## src/rtl/cpu_bus_debug_monitor.sv

```systemverilog
// rtl/cpu_bus_debug_monitor.sv - passive CPU PC/bus observer with event counters, trace strobe and hang detect
module cpu_bus_debug_monitor #(
    parameter int HANG_CYCLES = 1000000
) (
    input  logic        i_clk,
    input  logic        i_reset,
    input  logic [31:0] i_PC,
    input  logic [31:0] i_instruction,
    input  logic [31:0] i_mem_address,
    input  logic [31:0] i_mem_data,
    input  logic        i_mem_DV,
    input  logic        i_mem_write,
    input  logic        i_enable_debug,
    input  logic [1:0]  i_debug_verbosity,
    output logic [31:0] o_cycle_count,
    output logic [31:0] o_pc_change_count,
    output logic [31:0] o_mem_read_count,
    output logic [31:0] o_mem_write_count,
    output logic [31:0] o_last_pc,
    output logic [31:0] o_stall_cycles,
    output logic        o_hang,
    output logic        o_trace_valid,
    output logic [1:0]  o_trace_kind,
    output logic [31:0] o_trace_addr,
    output logic [31:0] o_trace_data,
    output logic [6:0]  o_trace_opcode
);

    localparam logic [31:0] HANG_LIMIT = 32'(HANG_CYCLES);
    localparam logic [31:0] SAT_MAX    = 32'hFFFF_FFFF;

    localparam logic [1:0] KIND_PC    = 2'd0;
    localparam logic [1:0] KIND_READ  = 2'd2;
    localparam logic [1:0] KIND_WRITE = 2'd3;

    logic        primed;
    logic [31:0] prev_pc;

    logic        pc_change;
    logic        mem_read;
    logic        mem_write;
    logic        trace_pc;
    logic        trace_mem;
    logic        trace_evt;
    logic [1:0]  trace_kind_nxt;
    logic [31:0] trace_addr_nxt;
    logic [31:0] trace_data_nxt;
    logic [6:0]  trace_opcode_nxt;
    logic [31:0] stall_inc;

    function automatic logic [31:0] sat_inc(input logic [31:0] v);
        return (v == SAT_MAX) ? v : v + 32'd1;
    endfunction

    always_comb begin
        pc_change        = primed && (i_PC != prev_pc);
        mem_read         = i_mem_DV && !i_mem_write;
        mem_write        = i_mem_DV &&  i_mem_write;
        trace_pc         = i_enable_debug && (i_debug_verbosity != 2'd0) && pc_change;
        trace_mem        = i_enable_debug && (i_debug_verbosity >= 2'd2) && i_mem_DV;
        trace_evt        = trace_pc || trace_mem;
        stall_inc        = sat_inc(o_stall_cycles);

        // A same-cycle bus access wins the single trace slot over the PC change.
        trace_kind_nxt   = KIND_PC;
        trace_addr_nxt   = i_PC;
        trace_data_nxt   = i_instruction;
        if (trace_mem) begin
            trace_kind_nxt = i_mem_write ? KIND_WRITE : KIND_READ;
            trace_addr_nxt = i_mem_address;
            trace_data_nxt = i_mem_data;
        end
        trace_opcode_nxt = (i_debug_verbosity == 2'd3) ? i_instruction[6:0] : 7'd0;
    end

    always_ff @(posedge i_clk) begin
        if (i_reset) begin
            primed            <= 1'b0;
            prev_pc           <= '0;
            o_cycle_count     <= '0;
            o_pc_change_count <= '0;
            o_mem_read_count  <= '0;
            o_mem_write_count <= '0;
            o_last_pc         <= '0;
            o_stall_cycles    <= '0;
            o_hang            <= 1'b0;
        end else begin
            o_cycle_count <= sat_inc(o_cycle_count);

            if (!primed) begin
                primed    <= 1'b1;
                prev_pc   <= i_PC;
                o_last_pc <= i_PC;
            end else if (pc_change) begin
                o_pc_change_count <= sat_inc(o_pc_change_count);
                prev_pc           <= i_PC;
                o_last_pc         <= i_PC;
                o_stall_cycles    <= '0;
            end else begin
                o_stall_cycles <= stall_inc;
                if (stall_inc >= HANG_LIMIT) begin
                    o_hang <= 1'b1;
                end
            end

            if (mem_read) begin
                o_mem_read_count <= sat_inc(o_mem_read_count);
            end
            if (mem_write) begin
                o_mem_write_count <= sat_inc(o_mem_write_count);
            end
        end
    end

    // Trace fields are sticky; only the strobe drops back between events.
    always_ff @(posedge i_clk) begin
        if (i_reset) begin
            o_trace_valid  <= 1'b0;
            o_trace_kind   <= '0;
            o_trace_addr   <= '0;
            o_trace_data   <= '0;
            o_trace_opcode <= '0;
        end else begin
            o_trace_valid <= trace_evt;
            if (trace_evt) begin
                o_trace_kind   <= trace_kind_nxt;
                o_trace_addr   <= trace_addr_nxt;
                o_trace_data   <= trace_data_nxt;
                o_trace_opcode <= trace_opcode_nxt;
            end
        end
    end

`ifdef SIMULATION
    always @(posedge i_clk) begin
        if (!i_reset && trace_evt) begin
            if (i_debug_verbosity == 2'd3)
                $display("%0t trace kind=%0d addr=%h data=%h opcode=%h",
                         $time, trace_kind_nxt, trace_addr_nxt, trace_data_nxt, trace_opcode_nxt);
            else
                $display("%0t trace kind=%0d addr=%h data=%h",
                         $time, trace_kind_nxt, trace_addr_nxt, trace_data_nxt);
        end
    end
`endif

endmodule

```

## config.mk

```make
export PLATFORM = sky130hd
export DESIGN_NAME = cpu_bus_debug_monitor
export DESIGN_NICKNAME = d
export VERILOG_FILES = /design/src/rtl/cpu_bus_debug_monitor.sv
export SDC_FILE = /design/constraint.sdc
export NUM_CORES = 1
export LEC_CHECK = 0
export BUFFER_PORTS_ARGS = -buffer_cell sky130_fd_sc_hd__clkbuf_2
export CORE_MARGIN = 4
export CORE_UTILIZATION = 56
export CTS_BUF_LIST = sky130_fd_sc_hd__clkbuf_4 sky130_fd_sc_hd__clkbuf_8 sky130_fd_sc_hd__clkbuf_16
export CTS_CLUSTER_DIAMETER = 60
export DETAILED_ROUTE_END_ITERATION = 8
export HOLD_SLACK_MARGIN = 0.05
export PLACE_DENSITY = 0.87
export SYNTH_ARGS = -nofsm -noshare
export SYNTH_HDL_FRONTEND = slang
export SYNTH_SLANG_ARGS = --single-unit
```

## constraint.sdc

```tcl
create_clock -name i_clk -period 6.7 [get_ports i_clk]
set_clock_uncertainty 0.05 [all_clocks]
set_input_delay 1.005 -clock i_clk [delete_from_list [all_inputs] [get_ports i_clk]]
set_output_delay 1.005 -clock i_clk [all_outputs]
set_load 0.1 [all_outputs]
```

==> flow_summary.rst <==
.. list-table::
   :header-rows: 1

   * - Metric
     - Value
   * - CP Capture Type
     - register
   * - Routed wire length
     - between 30,000 and 40,000 µm
   * - Number of core rows
     - between 50 and 60
   * - Port Buf Inserts
     - about 400
   * - Effective utilization at floorplan
     - 57.6%
   * - Placed insts
     - about 2.1k
   * - Number of design rule violations left after detail routing
     - 0
   * - Share of final-layout standard cells stronger than drive strength 1
     - 26.4%
   * - Net count of the mapped netlist
     - 1,620
   * - Maximum achievable frequency
     - 269 MHz
   * - Clock Latency Late Sink
     - 0.53 ns
   * - Sequential fraction of the synthesis area
     - 42.3%
   * - Tightest Hold Check Type
     - reg2reg
   * - Max-slew headroom
     - between 10% and 20%
   * - Wire length of the first global-routing pass
     - 60,900 µm
   * - Total congestion overflow
     - 0
   * - Pin count of the biggest net entering global routing
     - 105
   * - Synth Cell Area
     - 12,700 µm²
   * - Total global-route track usage
     - 29.2%
   * - Max VDD drop
     - 0.000208 V
   * - Startpoint of the worst register-to-register path
     - prev_pc[0]
   * - LEAKAGE
     - 6.65 nW
   * - Instance count along the most critical hold path
     - 2
   * - Transition time of the tightest slew-check pin
     - 1.27 ns
   * - Worst-case clock buffer depth
     - 3
   * - Synth unique cells
     - 60
   * - Post-synth top flop
     - dfxtp_1
   * - Count of antenna-violating nets left after detailed routing
     - 0
   * - CTS tree
     - done
   * - Filler cell count
     - 1,633
   * - Antenna violations before repair
     - 0
   * - Crit. Startpoint
     - i_PC[0]
   * - Count of final setup violators
     - 0
   * - Area enclosed by the die boundary
     - roughly 25,000 µm²
   * - Share of the synthesized area in the top cell type
     - 42.3%
   * - DPL Wire Length
     - between 20,000 and 30,000 µm
   * - Root buffer cell
     - clkbuf_16
   * - Area occupied by multi-input gates
     - 6900 µm²
   * - Number of vias per cell
     - 5.92
   * - Wire per inst
     - 18.1 µm
   * - Final-layout worst hold slack
     - 0.417 ns
   * - Average cell area after synthesis
     - 8.57 µm²
   * - Cells after Synth
     - 1,480
   * - Die Height
     - 159 µm
   * - Largest area contributor in the synthesized netlist
     - dfxtp_1
   * - Worst Setup Path Type
     - in2reg
   * - Hold Path Origin
     - o_trace_opcode[3]
   * - Nets
     - 1,962
   * - Final number of max-transition violations
     - 0
   * - Count leader, synth
     - dfxtp_1
   * - Sum Neg Setup Slack
     - 0 ns
   * - Sequential cell area
     - roughly 5400 µm²
   * - Clk pin slew, worst setup/hold paths
     - 0.06 ns
   * - Routability congestion estimate from global placement
     - about 0.94
   * - Number of synthesized flops with an enable pin
     - 0
   * - Count of inserted antenna diode cells
     - 0
   * - Number of global-route vias before repair
     - 11.9k
   * - Fin crit share
     - 55.4%
   * - Run status
     - finished, final reports clean
   * - WP data required
     - roughly 7.1 ns
   * - Number of synthesized register bits
     - 268
   * - Max-cap violations
     - 0
   * - RSZ-0062 raised after global routing
     - no
   * - Number of warnings reported in the yosys synthesis log
     - 0
   * - Shortest clock period the worst path allows after layout
     - 3.71 ns
   * - Number of buffers created by CTS
     - 29
   * - First-pass iteration count of the detailed router
     - 6
   * - Hold buffer count at CTS
     - 0
   * - Critical Path AT
     - 4.09 ns
   * - Number of setup buffers added after CTS
     - 0
   * - First DRT Iteration DRCs
     - 922
   * - Most used standard cells in the synthesized netlist
     - 268 x dfxtp_1, 224 x nor2_1, 90 x xnor2_1, 74 x nand3_1
   * - Deepest level of the CTS H-tree
     - 1
   * - Number of hold violations in the final report
     - 0
   * - Die Wd
     - about 160 µm
   * - Largest fanout on the critical path
     - 31
   * - Ports
     - 402
   * - Final std cells w/o fill
     - around 2.1k
   * - Leading post-synthesis cells by cell area
     - dfxtp_1 42%, nor2_1 6.6%, xnor2_1 6.2%
   * - Total power divided by cell area
     - 246 nW/µm²
   * - Startpoint types
     - input pin
   * - Clk sinks
     - between 200 and 300
   * - Standard cell core area
     - 22,000 µm²
   * - Post-synthesis to final-layout area growth
     - 23.7%
   * - Post-cts sizing count
     - 0
   * - Via count of the routed design
     - ~13k
   * - Share of async-settable or async-resettable flops after synthesis
     - 0%
   * - R2R cell count
     - 6
==> critical path: stages <==
cell      delay (ns)
clkbuf_2        0.10
xnor2_1         0.23
nand4_1         0.16
nor4_1          0.79
nand3_1         0.96
a31o_2          0.55
a311oi_1        0.28
==> state kept, by name, summed over array words and instances (netlist names), 2 cells and up <==
signal and cells:
o_mem_read_count 32, o_cycle_count 32, o_pc_change_count 32, o_stall_cycles 32, o_trace_addr 32, o_trace_opcode 7, prev_pc 32, o_trace_data 32
o_mem_write_count 32, o_trace_kind 2
==> layout by cell type (no fill, tap or decap), types with 8 or more instances in the layout <==
cell type	n
dfxtp_1	268
and3_1	31
inv_1	12
a211oi_1	68
nor3_1	40
and4_1	19
xor2_1	45
clkbuf_8	8
nor4_1	16
nand4_1	56
clkbuf_2	400
nor2b_1	45
and2_1	8
xnor2_1	90
nand3_1	73
mux2i_1	70
o21ai_0	51
or3_1	31
nor2_1	224
a21oi_1	59
nand2_1	72
clkbuf_16	29
==> through the flow <==
step / worst slack [ns] / utilization [%] / total power, mW / area [µm²]
2_1_floorplan: 3.12 / - / 2.16 / 12700
3_3_place_gp: 2.57 / 66.8 / 2.28 / 14700
3_5_place_dp: 2.50 / 66.8 / 2.29 / 14700
4_1_cts: 3.04 / 71.3 / 3.89 / 15700
5_1_grt: 2.70 / 71.3 / 3.99 / 15700
6_report: 2.99 / 71.3 / 3.87 / 15700
==> metal layers <==
layer  vias to the layer above  track usage (%)  routed length (µm)  share of wire (%)
met5                         -                0                   0                  0
met4                         0             11.3                1700                4.4
met3                       128             8.92                3600                9.3
met2                       543             49.2               18300                 48
met1                      5915             35.1               14900                 39
li1                       5974                -                   -                  -
==> layout make-up <==
class | instances | share of cell area, %
Clock inverter | 10 | 0.725
Clock buffer | 41 | 5.48
Timing Repair Buffer | 407 | 13.1
Sequential cell | 268 | 34.2
Inverter | 12 | 0.287
Multi-Input combinational cell | 1104 | 44.0
Tap cell | 280 | 2.23
==> worst paths after layout <==
kind / endpoint / slack, ns
worst min register to register: o_trace_opcode[3] / 0.42
worst max-delay path: o_stall_cycles[19] / 2.99
worst max register to register: o_stall_cycles[19] / 3.26
worst min-delay path: o_trace_opcode[3] / 0.42
==> power by group <==
| part | switching, mW | total (mW) | internal [mW] |
|---|---|---|---|
| clock network | 0.641 | 1.61 | 0.967 |
| logic | 0.465 | 0.586 | 0.120 |
| registers | 0.0332 | 1.67 | 1.64 |
| total | 1.14 | 3.87 | 2.73 |
==> kinds of logic (layout without fill, tap and decap cells) <==
kind of cell               after synthesis  after routing  share of synthesized area (%)
AOI/OAI and AO/OA                      224            224                           11.3
DFF                                    268            268                           42.3
and+or+nand+nor                        663            663                           26.9
xor gates and xnor gates               135            135                           9.32
adders and majority gates                5              5                          0.493
muxes                                   77             77                           6.14
buffers and inverters                  108            470                           3.52
Note: power is estimated with default switching activity, not from simulation.
